[config.mk]
export PLATFORM = sky130hd
export DESIGN_NAME = seq_det_param
export DESIGN_NICKNAME = d
export VERILOG_FILES = /design/src/rtl/seq_det_pkg.sv /design/src/rtl/seq_det_param_sat_counter.sv /design/src/rtl/seq_det_param.sv
export SDC_FILE = /design/constraint.sdc
export NUM_CORES = 1
export LEC_CHECK = 0
export CAP_MARGIN = 20
export CORE_ASPECT_RATIO = 1.25
export CORE_MARGIN = 4
export CORE_UTILIZATION = 45
export CTS_BUF_LIST = sky130_fd_sc_hd__clkbuf_16
export CTS_CLUSTER_DIAMETER = 40
export DETAILED_ROUTE_END_ITERATION = 10
export PLACE_DENSITY = 0.68
export SETUP_SLACK_MARGIN = 0.2
export SLEW_MARGIN = 20
export SYNTH_ARGS = -nofsm -noshare
export SYNTH_HDL_FRONTEND = slang
export SYNTH_HIERARCHICAL = 1
export SYNTH_SLANG_ARGS = --single-unit
[constraint.sdc]
create_clock -name clk -period 5.5 [get_ports clk]
set_input_delay 1.1 -clock clk [delete_from_list [all_inputs] [get_ports clk]]
set_output_delay 1.1 -clock clk [all_outputs]
set_load 0.01 [all_outputs]
[src/rtl/seq_det_pkg.sv]
// Shared types and defaults for the parametrised serial pattern detector.
package seq_det_pkg;

    typedef enum logic [1:0] {
        DISABLED = 2'd0,
        FILLING  = 2'd1,
        ARMED    = 2'd2
    } state_e;

    localparam int unsigned DEF_MAX_LEN = 8;
    localparam logic [7:0]  DEF_PATTERN = 8'b0000_1101;
    localparam int unsigned DEF_LEN     = 4;
    localparam bit          DEF_OVERLAP = 1'b1;
    localparam int unsigned DEF_COUNT_W = 8;

    function automatic logic len_ok(input int unsigned len, input int unsigned max_len);
        return (len >= 1) && (len <= max_len);
    endfunction

endpackage

[src/rtl/seq_det_param_sat_counter.sv]
// Saturating up-counter; a clear coinciding with an increment yields 1.
module sat_counter #(
    parameter int unsigned COUNT_W = 8
) (
    input  logic               clk,
    input  logic               rst,
    input  logic               inc,
    input  logic               clr,
    output logic [COUNT_W-1:0] count
);

    logic [COUNT_W-1:0] cnt_q, cnt_d;

    always_comb begin
        cnt_d = cnt_q;
        if (clr) begin
            cnt_d = inc ? COUNT_W'(1) : '0;
        end else if (inc && (cnt_q != '1)) begin
            cnt_d = cnt_q + COUNT_W'(1);
        end
    end

    always_ff @(posedge clk) begin
        if (!rst) begin
            cnt_q <= '0;
        end else begin
            cnt_q <= cnt_d;
        end
    end

    assign count = cnt_q;

endmodule

[src/rtl/seq_det_param.sv]
// Serial pattern detector with runtime-loadable pattern, length and overlap mode.
module seq_det_param
    import seq_det_pkg::*;
#(
    parameter int unsigned        MAX_LEN = DEF_MAX_LEN,
    parameter logic [MAX_LEN-1:0] PATTERN = MAX_LEN'(DEF_PATTERN),
    parameter int unsigned        LEN     = DEF_LEN,
    parameter bit                 OVERLAP = DEF_OVERLAP,
    parameter int unsigned        COUNT_W = DEF_COUNT_W,
    localparam int unsigned       LW      = $clog2(MAX_LEN + 1)
) (
    input  logic               clk,
    input  logic               rst,
    input  logic               A,
    input  logic               din_valid,
    input  logic               en,
    input  logic               cfg_load,
    input  logic [MAX_LEN-1:0] cfg_pattern,
    input  logic [LW-1:0]      cfg_len,
    input  logic               cfg_overlap,
    input  logic               cnt_clr,
    output logic               det,
    output logic [COUNT_W-1:0] match_count,
    output logic               cfg_err,
    output logic [1:0]         state
);

    state_e             state_q, state_d;
    logic [MAX_LEN-1:0] hist_q, hist_d;
    logic [MAX_LEN-1:0] pat_q, pat_d;
    logic [LW-1:0]      len_q, len_d;
    logic [LW-1:0]      fill_q, fill_d;
    logic               ovl_q, ovl_d;
    logic               det_q, det_d;
    logic               err_q, err_d;

    logic [MAX_LEN:0]   win, patx, mask;
    logic               accept, armed, match, cfg_ok;

    // Window includes the incoming bit so the match is flagged on the edge that samples it.
    always_comb begin
        mask = '0;
        for (int unsigned i = 0; i <= MAX_LEN; i++) begin
            mask[i] = (i < 32'(len_q));
        end
        win    = {hist_q, A};
        patx   = {1'b0, pat_q};
        armed  = (fill_q >= (len_q - LW'(1)));
        accept = en & din_valid & ~cfg_load & (state_q != DISABLED);
        match  = accept & armed & ((win & mask) == (patx & mask));
        cfg_ok = len_ok(32'(cfg_len), MAX_LEN);
    end

    always_comb begin
        hist_d  = hist_q;
        pat_d   = pat_q;
        len_d   = len_q;
        fill_d  = fill_q;
        ovl_d   = ovl_q;
        det_d   = match;
        err_d   = cfg_load & ~cfg_ok;
        state_d = state_q;

        if (cfg_load) begin
            if (cfg_ok) begin
                pat_d  = cfg_pattern;
                len_d  = cfg_len;
                ovl_d  = cfg_overlap;
                hist_d = '0;
                fill_d = '0;
            end
        end else if (accept) begin
            hist_d = {hist_q[MAX_LEN-2:0], A};
            if (match && !ovl_q) begin
                fill_d = '0;
            end else if (fill_q < len_q) begin
                fill_d = fill_q + LW'(1);
            end
        end

        if (!en) begin
            state_d = DISABLED;
        end else if (fill_d >= (len_d - LW'(1))) begin
            state_d = ARMED;
        end else begin
            state_d = FILLING;
        end
    end

    always_ff @(posedge clk) begin
        if (!rst) begin
            state_q <= FILLING;
            hist_q  <= '0;
            fill_q  <= '0;
            pat_q   <= PATTERN;
            len_q   <= LW'(LEN);
            ovl_q   <= OVERLAP;
            det_q   <= 1'b0;
            err_q   <= 1'b0;
        end else begin
            state_q <= state_d;
            hist_q  <= hist_d;
            fill_q  <= fill_d;
            pat_q   <= pat_d;
            len_q   <= len_d;
            ovl_q   <= ovl_d;
            det_q   <= det_d;
            err_q   <= err_d;
        end
    end

    sat_counter #(
        .COUNT_W (COUNT_W)
    ) u_cnt (
        .clk   (clk),
        .rst   (rst),
        .inc   (match),
        .clr   (cnt_clr | (cfg_load & cfg_ok)),
        .count (match_count)
    );

    assign det     = det_q;
    assign cfg_err = err_q;
    assign state   = state_q;

endmodule

### Word level (Yosys, flattened, before mapping)

Index checks and enable logic that the tools add are counted.

| cells by class | value |
|---|---|
| $add $sub $neg | 4 |
| magnitude comparators | 14 |
| equality and inequality tests | 3 |
| mux-type cells | 15 |
| bitwise operators | 12 |
| reduce and logical (&&, ||, !) cells | 10 |

Operators by type and width:

| cell | number |
|---|---|
| 8-bit 2-to-1 mux | 5 |
| 4-bit 2-to-1 mux | 7 |
| 3-bit by 4-bit < comparator with 1-bit output, first input constant | 4 |
| 8-bit by 9-bit bitwise AND with 9-bit output | 1 |
| 9-bit bitwise AND | 1 |
| 9-bit == test | 1 |
| 8-bit by 1-bit adder with 8-bit output, second input constant | 1 |
| 4-bit greater-or-equal comparator | 2 |
| 1-bit by 4-bit < comparator with 1-bit output, first input constant | 2 |
| 2-bit by 4-bit < comparator with 1-bit output, first input constant | 2 |
| 8-bit != test, second input constant | 1 |
| 4-bit by 1-bit subtractor with 4-bit output, second input constant | 2 |
| 1-bit bitwise AND | 7 |
| 2-bit AND reduction | 3 |
| 2-bit nonzero test | 3 |
| 4-bit by 1-bit adder with 4-bit output, second input constant | 1 |
| 4-bit by 1-bit greater-or-equal comparator with 1-bit output, second input constant | 1 |
| 4-bit <= comparator, second input constant | 1 |
| 4-bit < comparator | 1 |
| 4-bit < comparator, first input constant | 1 |
| 1-bit logical AND | 3 |
| 1-bit 2-to-1 mux | 2 |
| 2-bit 2-to-1 mux | 1 |
| 2-bit by 1-bit != test with 1-bit output, second input constant | 1 |
| 3 further kinds | 4 |

| word-level totals | value |
|---|---|
| bits in registers | 37 |
| output and inout port bits | 12 |
| word-level logic and storage cells | 68 |

### Depth between registers and ports, before layout

| logic depth | value |
|---|---|
| depth in word-level cells | 12 |
| mapped depth | 15 |
| depth with buffers taken out | 15 |

### By module

The synthesis kept the hierarchy.

By module, submodules not included:

| module | times used | cells each | area each (um^2) |
|---|---|---|---|
| seq_det_param | 1 | 197 | 1674.1 |
| sat_counter | 1 | 49 | 426.7 |

### Worst setup path after synthesis

OpenSTA, ideal clock, no wires.

| path | value |
|---|---|
| path kind | input to register |
| start point | in cfg_load |
| end point | reg state_q[0] (netlist: state[0]) |
| data arrival time | 3416 ps |
| data required time | 5443 ps |
| path slack | 2027 ps |
| stages on the path | 10 |
| path through | clkbuf_1 nor2_2 o2111ai_1 nor3_1 a22oi_1 ha_1 a21o_1 a21o_1 a21oi_1 a21o_1 |

| on the way | value |
|---|---|
| longest elaborated chain between the ends | 12 |

Ends and longest elaborated chain:

| what | RTL line | source |
|---|---|---|
| from (decl) | seq_det_param.sv:17 | `input logic cfg_load,` |
| 1-bit NOT | seq_det_param.sv:49 | `accept = en & din_valid & ~cfg_load & (state_q != DISABLED);` |
| 1-bit bitwise AND (2 in series) | seq_det_param.sv:49 |  |
| 1-bit bitwise AND (2 in series) | seq_det_param.sv:50 | `match = accept & armed & ((win & mask) == (patx & mask));` |
| net det_d | seq_det_param.sv:34 | `logic det_q, det_d;` |
| 1-bit logical AND | seq_det_param.sv:74 | `if (match && !ovl_q) begin` |
| 4-bit 2-to-1 mux | seq_det_param.sv:74 |  |
| 4-bit 2-to-1 mux | seq_det_param.sv:72 | `end else if (accept) begin` |
| 4-bit 2-to-1 mux | seq_det_param.sv:64 | `if (cfg_load) begin` |
| net fill_d[1] | seq_det_param.sv:32 | `logic [LW-1:0] fill_q, fill_d;` |
| 4-bit greater-or-equal comparator | seq_det_param.sv:83 | `end else if (fill_d >= (len_d - LW'(1))) begin` |
| 2-bit 2-to-1 mux | seq_det_param.sv:83 |  |
| 1-bit 2-to-1 mux | seq_det_param.sv:81 | `if (!en) begin` |
| to (signal assigned) | seq_det_param.sv:101 | `state_q <= state_d;` |
| to (decl) | seq_det_param.sv:28 | `state_e state_q, state_d;` |

The timed path passes the listed nets, and every way through them passes these cells.
A chain may end at the register's enable or synchronous reset.

### Final worst setup path

| path | value |
|---|---|
| start point | in cfg_len[2] |
| end point | reg state_q[0] (netlist: state[0]) |

| on the way | value |
|---|---|
| longest elaborated chain between the ends | 8 |

Ends and longest elaborated chain:

| what | RTL line | source |
|---|---|---|
| from (decl) | seq_det_param.sv:19 | `input logic [LW-1:0] cfg_len,` |
| 4-bit by 1-bit greater-or-equal comparator with 1-bit output or 4-bit <= comparator (tied branches) | seq_det_pkg.sv:17 | `return (len >= 1) && (len <= max_len);` |
| 1-bit logical AND | seq_det_pkg.sv:17 |  |
| 4-bit 2-to-1 mux | seq_det_param.sv:65 | `if (cfg_ok) begin` |
| 4-bit 2-to-1 mux | seq_det_param.sv:64 |  |
| 4-bit by 1-bit subtractor with 4-bit output | seq_det_param.sv:83 |  |
| 4-bit greater-or-equal comparator (*) | seq_det_param.sv:83 |  |
| 2-bit 2-to-1 mux (*) | seq_det_param.sv:83 |  |
| 1-bit 2-to-1 mux (*) | seq_det_param.sv:81 |  |

Mark *: on every way between the ends. The rest lies on a longest branch, timed or not.

==> flow_metrics.env <==
export IMPL_outcome="completed"
export IMPL_grt_overflow=0
export IMPL_area_growth_synth_to_final_pct=24.90
export IMPL_synth_warning_count=6
export IMPL_hold_path_startpoint="pat_q[4]"
export IMPL_dp_slack_ns=1.437
export IMPL_antenna_found_initial=0
export IMPL_final_layout_size_suffix_gt1_share_pct=6.452
export IMPL_final_min_period_over_clock_period_pct=69.07
export IMPL_peakVddDrop_v=0.0001459
export IMPL_netlist_cell_type_count=50
export IMPL_synth_cells=246
export IMPL_grt_first_pass_wirelength_mm=8.776
export IMPL_place_congestion=0.7753
export IMPL_syn_area_per_cell_um2=8.540
export IMPL_timing_final_hold_violations=0
export IMPL_fin_tns_setup_ns=0
export IMPL_grt_pass1_vias=1862
export IMPL_dr_total_vias=1825
export IMPL_core_mm2=0.004459
export IMPL_floorplan_io_pins=32
export IMPL_worst_hold_path_num_cells=2
export IMPL_final_cell_mix="37 x sky130_fd_sc_hd__dfxtp_1, 36 x sky130_fd_sc_hd__nand2_1, 31 x sky130_fd_sc_hd__clkdlybuf4s50_1, 18 x sky130_fd_sc_hd__a21oi_1, 18 x sky130_fd_sc_hd__ha_1"
export IMPL_reg2reg_slack_ns=1.94
export IMPL_post_synth_top_area_fraction_pct=35.26
export IMPL_rsz_0062_raised_after_global_routing="no"
export IMPL_synth_cell_area_mm2=0.002101
export IMPL_cp_data_required_time_ns=5.72
export IMPL_finalNetCount=316
export IMPL_worst_endpoint_arrival_ns=4.02
export IMPL_max_slew_margin_rel_pct=60.71
export IMPL_totalPowerFinal_mw=0.6893
export IMPL_final_max_slew_viol_count=0
export IMPL_ffs_w_async_s_r_synth_pct=0
export IMPL_final_non_filler_cell_area_mm2=0.002624
export IMPL_placement_cell_area_mm2=0.002457
export IMPL_routedWlPerCell_um=14.73
export IMPL_min_path_type="register to register"
export IMPL_worstSetupEndpointType="register"
export IMPL_cts_tree="done"
export IMPL_setup_viol=0
export IMPL_synth_seq_area_share_pct=35.26
export IMPL_clk_pin_slew_worst_paths_ns=0.06
export IMPL_cts_htree_levels=2
export IMPL_leakagePower_nw=1.021
export IMPL_antenna_diode_count=0
export IMPL_drc=0
export IMPL_rr_endpoint="state[0]"
export IMPL_clock_path_buffers=2
export IMPL_cap_violations=0
export IMPL_yosysTopAreaCell="sky130_fd_sc_hd__dfxtp_1"
export IMPL_layout_setup_ws_ns=1.701
export IMPL_max_freq_mhz=263.2
export IMPL_initial_utilization_pct=47.11
export IMPL_slew_at_the_pin_closest_to_its_max_slew_limit_ns=0.5857
export IMPL_initialDrtViolationCount=56
export IMPL_tritoncts_num_buffers=5
export IMPL_cts_resized=0
export IMPL_regToRegStartpoint="len_q[0]"
export IMPL_insertion_delay_ns=0.28
export IMPL_worstRegToRegCells=15
export IMPL_synth_area_leaders="sky130_fd_sc_hd__dfxtp_1 35%, sky130_fd_sc_hd__ha_1 11%, sky130_fd_sc_hd__nand2_1 6.4%"
export IMPL_grt_util_all_layers_pct=18.36
export IMPL_crit_path_max_fanout=15
export IMPL_buffer_ports_inserted=31
export IMPL_die_x_um=69.11
export IMPL_numClockSinks=37
export IMPL_min_delay_worst_endpoint="pat_q[4]"
export IMPL_synth_edf_count=0
export IMPL_minimum_period_implied_by_the_final_worst_setup_slack_ns=3.799
export IMPL_worst_case_clock_skew_ns=0.004999
export IMPL_cts_hold_buffers_added=0
export IMPL_cts_post_setup_buffers_inserted=0
export IMPL_final_common_cell="sky130_fd_sc_hd__dfxtp_1"
export IMPL_antenna_violating_nets_post_route=0
export IMPL_dp_final_hpwl_mm=3.706
export IMPL_clk_root_buffer_cell="sky130_fd_sc_hd__clkbuf_16"
export IMPL_synth_seq_cells=37
export IMPL_grt_max_degree=21
export IMPL_drt_total_wl_mm=4.965
export IMPL_die_y_um=84.39
export IMPL_power_density_mw_per_mm2=262.7
export IMPL_critPathKind="primary input to register"
export IMPL_floorplan_rows=27
export IMPL_via_per_inst=5.415
export IMPL_ys_flop_type="sky130_fd_sc_hd__dfxtp_1"
export IMPL_post_layout_utilization_of_the_core_pct=58.84
export IMPL_die_area_mm2=0.005832
export IMPL_cp_start_kind="primary input"
export IMPL_number_of_iterations_in_the_first_detailed_routing_pass=4
export IMPL_synth_net_count=284
## worst max-delay path, stage by stage
cell                              delay [ns]
sky130_fd_sc_hd__clkdlybuf4s50_1        0.43
sky130_fd_sc_hd__nor3_1                 0.35
sky130_fd_sc_hd__xor2_1                 0.34
sky130_fd_sc_hd__nor2_1                 0.07
sky130_fd_sc_hd__buf_4                  0.21
sky130_fd_sc_hd__mux2i_1                0.31
sky130_fd_sc_hd__ha_1                   0.30
sky130_fd_sc_hd__ha_1                   0.28
sky130_fd_sc_hd__a21o_1                 0.15
sky130_fd_sc_hd__a21o_1                 0.16
sky130_fd_sc_hd__a21oi_1                0.18
sky130_fd_sc_hd__a21o_1                 0.13
## sequential cells by signal, indices dropped and copies added (netlist names)
name	flops
pat_q	8
ovl_q	1
len_q	4
u_cnt/count	8
state	2
cfg_err	1
det	1
fill_q	4
hist_q	8
## how the worst max path moves through the flow
stage	from	endpoint	slack [ns]	depth (start not counted)
floorplan	cfg_load	state[0]	2.03	10
global placement	cfg_len[1]	state[0]	1.42	12
detailed placement	cfg_len[2]	state[0]	1.44	12
CTS	cfg_len[2]	state[0]	1.72	12
global route	cfg_len[2]	state[0]	1.49	12
finish	cfg_len[2]	state[0]	1.70	12
## per-layer routing
metal  GRT usage [%]  vias to the layer above  part of all wire [%]  wire [µm]
met5               0                        -                     0          0
met4           5.506                        0                   1.1         57
met3           5.030                        5                   4.5        221
met2           30.21                       51                    48       2374
met1           23.39                      832                    47       2311
li1                -                      937                     -          -
## cell type report
cell class / instances / area (µm²)
Fill cell: 427 / 1836
Sequential cell: 37 / 740.7
Timing Repair Buffer: 33 / 325.3
Inverter: 11 / 41.29
Multi-Input combinational cell: 190 / 1277
Tap cell: 58 / 72.57
Clock buffer: 5 / 125.1
Clock inverter: 3 / 41.29
## cell families after synthesis
logic type / synth area share (%)
AND/OR/NAND/NOR: 25.91
AO/OA/AOI/OAI: 15.49
flip-flops: 35.26
buffers and inverters: 3.930
adder cells (fa/ha/maj): 10.72
XOR/XNOR: 5.837
multiplexers: 2.859
## synthesized netlist by cell type (2+ instances only)
master,count
sky130_fd_sc_hd__nor2_1,7
sky130_fd_sc_hd__nor3_1,10
sky130_fd_sc_hd__nor2b_1,4
sky130_fd_sc_hd__nand2_1,36
sky130_fd_sc_hd__nand2b_1,8
sky130_fd_sc_hd__ha_1,18
sky130_fd_sc_hd__nor4_1,5
sky130_fd_sc_hd__nor3b_1,2
sky130_fd_sc_hd__o21ai_0,8
sky130_fd_sc_hd__a21oi_1,18
sky130_fd_sc_hd__a211oi_1,2
sky130_fd_sc_hd__inv_1,10
sky130_fd_sc_hd__clkbuf_1,4
sky130_fd_sc_hd__a31oi_1,2
sky130_fd_sc_hd__xnor2_1,6
sky130_fd_sc_hd__o31a_1,2
sky130_fd_sc_hd__dfxtp_1,37
sky130_fd_sc_hd__a21o_1,3
sky130_fd_sc_hd__buf_2,3
sky130_fd_sc_hd__mux2i_1,6
sky130_fd_sc_hd__o31ai_1,2
sky130_fd_sc_hd__and3_1,2
sky130_fd_sc_hd__xor2_1,8
sky130_fd_sc_hd__a2111oi_0,2
sky130_fd_sc_hd__nand3_1,16
## per-stage QoR
| step | std cells | hold slack, ns |
|---|---|---|
| 2_1_floorplan | 246 | 0.4478 |
| 3_3_place_gp | 329 | 0.4574 |
| 3_5_place_dp | 329 | 0.4640 |
| 4_1_cts | 337 | 0.4724 |
| 5_1_grt | 337 | 0.4896 |
| 6_report | 337 | 0.4699 |
## power by group
group	switching, mW	leakage, nW	internal (mW)
clock	0.110	0.0775	0.212
sequential	0.00747	0.301	0.276
combinational	0.0437	0.643	0.0406
Power figures use the tool's default switching activity.
==> RTL edit 1, RTL diff (same flow settings) <==
Register the output `match_count`, without a reset; this adds one clock of latency there. The other outputs are not delayed to match.
--- a/src/rtl/seq_det_param.sv
+++ b/src/rtl/seq_det_param.sv
@@ -26,2 +26,4 @@
 );
+
+    logic [COUNT_W-1:0] match_count_d;
 
@@ -118,3 +120,3 @@
         .clr   (cnt_clr | (cfg_load & cfg_ok)),
-        .count (match_count)
+        .count (match_count_d)
     );
@@ -125,2 +127,6 @@
 
+    always_ff @(posedge clk) begin
+        match_count <= match_count_d;
+    end
+
 endmodule
Function: changed (Yosys sat finds a counterexample within 4 cycles, from zero or initial values and one cycle with rst low).
==> RTL edit 1 against the original RTL <==
  * Synthesized area is 12% higher
  * Core utilization is 2.7 points lower
  * Routed wire length is 2.7% higher
  * Design area is 8.8% higher
  * Sequential share of layout area is 3.3 points higher
  * Count of clock-buffer cells in the layout stayed put
  * Power is 11% higher
  * Sequential cell count is 8 higher
  * Setup slack worse by 280 ps
==> RTL edit 1: results (changes against the original RTL) <==
* Status: finished clean
* Worst Hold Class: register to register
* VDD IR max at 153 uV (+4.7%)
* Via count at 1,923 (+5.4%)
* WP data arrival at 4280 ps (+260 ps)
* Area contributors post-synth: dfxtp_1 (38%), ha_1 (9.6%), nand2_1 (6.6%)
* Fin crit period at 4080 ps (+276 ps)
* Nets@finish at 330 (+4.4%)
* Fraction of layout instances using a drive strength above 1 at 0.0478 (-0.0167)
* Iteration-0 DRC Markers at 83 (+48%)
* Worst R2R Path Depth at 17 (+2)
* Tot GR Track Use at 0.174 (-0.00946)
* Seq/Total Area, Yosys at 0.384 (+0.0318)
* Vias in the first global route at 1,932 (+3.8%)
* Reg-to-reg slack, setup at 2050 ps (+110 ps)
* Routed WL at 5100 um (+2.7%)
* Clk_skew at 7.24 ps (+2.24 ps)
* Hold_ws at 389 ps (-80.8 ps)
* First-pass GRT wire length at 8830 um (+0.64%)
* Routability cong. at 0.817 (+5.4%)
* Pin count of the biggest net entering global routing at 33 (+57%)
* Final HPWL DP at 3700 um (-0.22%)
* Syn nets at 303 (+6.7%)
* Slew @ Worst Pin at 951 ps (+365 ps)
* Pre-CTS WS at 1150 ps (-288 ps)
* CP Max Fanout at 13 (-2)
RTL edit 1: final cells by class:
cell class | instances | area, sq um | share of cell area
Clock buffer | 5 | 125 | 0.0438
Clock inverter | 3 | 43.8 | 0.0153
Inverter | 9 | 33.8 | 0.0118
Multi-Input combinational cell | 200 | 1360 | 0.477
Sequential cell | 45 | 901 | 0.316
Tap cell | 62 | 77.6 | 0.0272
Timing Repair Buffer | 31 | 310 | 0.109
RTL edit 1: per-stage QoR:
stage | cells | area [sq um]
after global routing | 355 | 2850
after global placement | 347 | 2690
after floorplan | 265 | 2340
after detailed placement | 347 | 2690
after CTS | 355 | 2850
final | 355 | 2850
RTL edit 1: how the worst min path moves through the flow:
stage	cells past startpoint	start	endpoint
finish	0	u_cnt/count[6]	match_count[6]
floorplan	0	u_cnt/count[6]	match_count[6]
detailed placement	0	u_cnt/count[6]	match_count[6]
CTS	0	u_cnt/count[6]	match_count[6]
global route	0	u_cnt/count[6]	match_count[6]
global placement	0	u_cnt/count[6]	match_count[6]
RTL edit 1: routing by layer:
metal  GRT usage  wire (um)  vias up
met5           0          0        -
met4      0.0789        129        0
met3      0.0409        192       10
met2       0.293       2440       35
met1       0.210       2340      888
li1            -          -      990
RTL edit 1: worst max-delay path, stage by stage:
cell	delay (ps)
clkdlybuf4s50_1	470
nor3_2	310
xnor2_1	210
and2_1	550
mux2i_1	430
ha_1	310
ha_1	270
a21o_1	150
a21o_1	160
a21oi_1	170
nand2_1	70
nand2_1	60
RTL edit 1: report_power, final:
| part | switching [mW] | internal (mW) |
|---|---|---|
| registers | 0.00764 | 0.334 |
| clock network | 0.128 | 0.215 |
| logic | 0.0406 | 0.0415 |
| total | 0.176 | 0.590 |
RTL edit 1: logic make-up (layout without fill, tap and decap cells):
logic type / after synthesis / in the layout / share of synthesized area
buffers and inverters: 20 / 48 / 0.0342
adder cells (fa/ha/maj): 18 / 18 / 0.0961
AND/OR/NAND/NOR: 109 / 109 / 0.245
multiplexers: 6 / 6 / 0.0256
AO/OA/AOI/OAI: 56 / 56 / 0.174
flip-flops: 45 / 45 / 0.384
XOR/XNOR: 11 / 11 / 0.0411
==> RTL edit 2, RTL diff (config.mk and constraints unchanged) <==
Made on the original files. The package constant `DEF_MAX_LEN` goes from 8 to 32.
--- a/src/rtl/seq_det_pkg.sv
+++ b/src/rtl/seq_det_pkg.sv
@@ -9,3 +9,3 @@
 
-    localparam int unsigned DEF_MAX_LEN = 8;
+    localparam int unsigned DEF_MAX_LEN = 32;
     localparam logic [7:0]  DEF_PATTERN = 8'b0000_1101;
Interface: changed (resized cfg_len and cfg_pattern); port bits go from 32 to 58. No check against the original RTL was run, so the function may have changed too.
==> RTL edit 2 against the original RTL <==
  * Power rose by 110%
  * Core utilization is 4.0 points lower
  * Routed wire length increased to 2.7 times the old value
  * Design area grew 130%
  * Synthesized area grew 150%
  * Count of clock-buffer cells in the layout is 4 higher
  * Sequential cell count rose by 52
  * Synthesized cell count grew to 2.6 times the old value
  * Critical endpoint unchanged
  * Maximum frequency fell by 17%
  * Setup slack worse by 760 ps
  * Global-route usage increased by 2.0 points
  * Critical path type unchanged
==> RTL edit 2: results (changes against the original RTL) <==
* Root Buffer: clkbuf_16
* Routed WL at 13,600 um (+170%)
* First-pass GRT wire length at 22,300 um (+150%)
* WP data arrival at 4850 ps (+830 ps)
* YS warnings at 6 (unchanged)
* Max clock buf depth at 2 (unchanged)
* IO Port Bufs at 57 (+84%)
* Status: finished clean
* Postcts setup bufs at 0 (unchanged)
* VDD IR max at 137 uV (-6.4%)
* H-tree levels at 3 (+1)
* Slew @ Worst Pin at 996 ps (+411 ps)
* Iteration-0 DRC Markers at 318 (+470%)
* Reg2Reg Launch Point: len_q[5]
* Area contributors post-synth: dfxtp_1 (34%), a21boi_0 (9.1%), nand2_1 (8.7%)
* Met3 wire length at 521 um (+140%)
* Pre-CTS WS at 588 ps (-849 ps)
* Post-Synth Adder-Cell Area at 0.0575 (-0.0497)
* Worst Hold Class: register to register
* Routability cong. at 0.955 (+23%)
* Lkg Pwr at 2.12 nW (+110%)
* Worst Hold Depth at 2 (unchanged)
* Post-synth ARST share at 0 (unchanged)
* Via count at 4,785 (+160%)
* Met1 WL at 5790 um (+150%)
* Reg-to-reg slack, setup at 1000 ps (-940 ps)
* Clk_lat worst skew at 350 ps (+70 ps)
* Synth cell types at 65 (+30%)
* Fraction of layout instances using a drive strength above 1 at 0.0672 (+0.00264)
* Clk slew on worst S/H paths at 70 ps
* Seq/Total Area, Yosys at 0.341 (-0.0113)
* Post-synthesis compound-gate area fraction at 0.234 (+0.0796)
* Worst hold path endpoint: pat_q[8]
* Synth Area in XOR/XNOR at 0.0688 (+0.0104)
* Commonest cells in the netlist: nand2_1 (121), dfxtp_1 (89), a21boi_0 (63), nand3_1 (42), xnor2_1 (36)
* Nets@finish at 750 (+140%)
* Fillers at 1,082 (+150%)
* CP Max Fanout at 14 (-1)
* PostCTS Resize Cnt at 0 (unchanged)
* Worst R2R Path Depth at 15 (unchanged)
* Met2 wire len at 7020 um (+200%)
* Synth Flop Type: dfxtp_1
* Num CTS Buffers at 9 (+4)
* R2R Path End: state[0]
* Clk_skew at 8.22 ps (+3.22 ps)
* Vias in the first global route at 4,633 (+150%)
* Pin count of the biggest net entering global routing at 70 (+230%)
* Top Metal Used: met4
* Post-synthesis mux area share at 0.0134 (-0.0152)
* Final HPWL DP at 9980 um (+170%)
* Syn nets at 709 (+150%)
* 1st-pass router iterations at 6 (+2)
* Start point of the worst hold path: pat_q[8]
* Ant. Diodes at 0 (unchanged)
* Initial antenna violation count at 0 (unchanged)
* Tot GR Track Use at 0.204 (+0.0199)
-- RTL edit 2: worst max path at each step --
stage / from / slack (ps) / endpoint
2_1_floorplan: len_q[1] / 1320 / state[0]
3_3_place_gp: A / 670 / state[0]
3_5_place_dp: A / 590 / state[0]
6_report: en / 950 / state[0]
5_1_grt: A / 650 / state[0]
4_1_cts: A / 940 / state[0]
-- RTL edit 2: logic make-up (layout without fill, tap and decap cells) --
family,after synthesis,after routing
buffers and inverters,56,102
AO/OA/AOI/OAI,171,171
multiplexers,7,7
AND/OR/NAND/NOR,251,251
flip-flops,89,89
XOR/XNOR,41,41
adder cells (fa/ha/maj),24,24
-- RTL edit 2: area by class of cell --
type / count / area share
Timing Repair Buffer: 70 / 0.108
Clock inverter: 7 / 0.00893
Sequential cell: 89 / 0.289
Clock buffer: 9 / 0.0365
Inverter: 16 / 0.00974
Multi-Input combinational cell: 494 / 0.521
Tap cell: 135 / 0.0274
-- RTL edit 2: where the power goes --
| group | switching, mW | total, mW | internal (mW) |
|---|---|---|---|
| Combinational | 0.117 | 0.216 | 0.0986 |
| Clock | 0.272 | 0.582 | 0.310 |
| Sequential | 0.0175 | 0.678 | 0.661 |
| Total | 0.407 | 1.48 | 1.07 |
-- RTL edit 2: stage by stage --
step                area (sq um)   util  cells  power (mW)  hold slack (ps)
floorplan                   5220      -    639       0.827              455
global placement            5880  0.523    804       0.904              465
detailed placement          5880  0.523    804       0.908              473
CTS                         6160  0.548    820        1.49              481
global route                6160  0.548    820        1.54              506
finish                      6160  0.548    820        1.48              477
-- RTL edit 2: routing by layer --
layer  track usage  vias to the layer above
met3        0.0361                       20
met2         0.364                      102
li1              -                     2365
met4        0.0751                        0
met5             0                        -
met1         0.245                     2298
-- RTL edit 2: worst max-delay path: stages --
cell and delay, ps:
clkdlybuf4s50_1 500, o211ai_1 210, or2_2 350, a211oi_1 200, o2111ai_1 200, nor4_4 290
buf_4 220, nor4_1 80, or3_1 380, ha_1 300, a21o_1 160, a21o_1 170
a21o_1 170, a21o_1 170, a21oi_1 190, a21bo_2 150
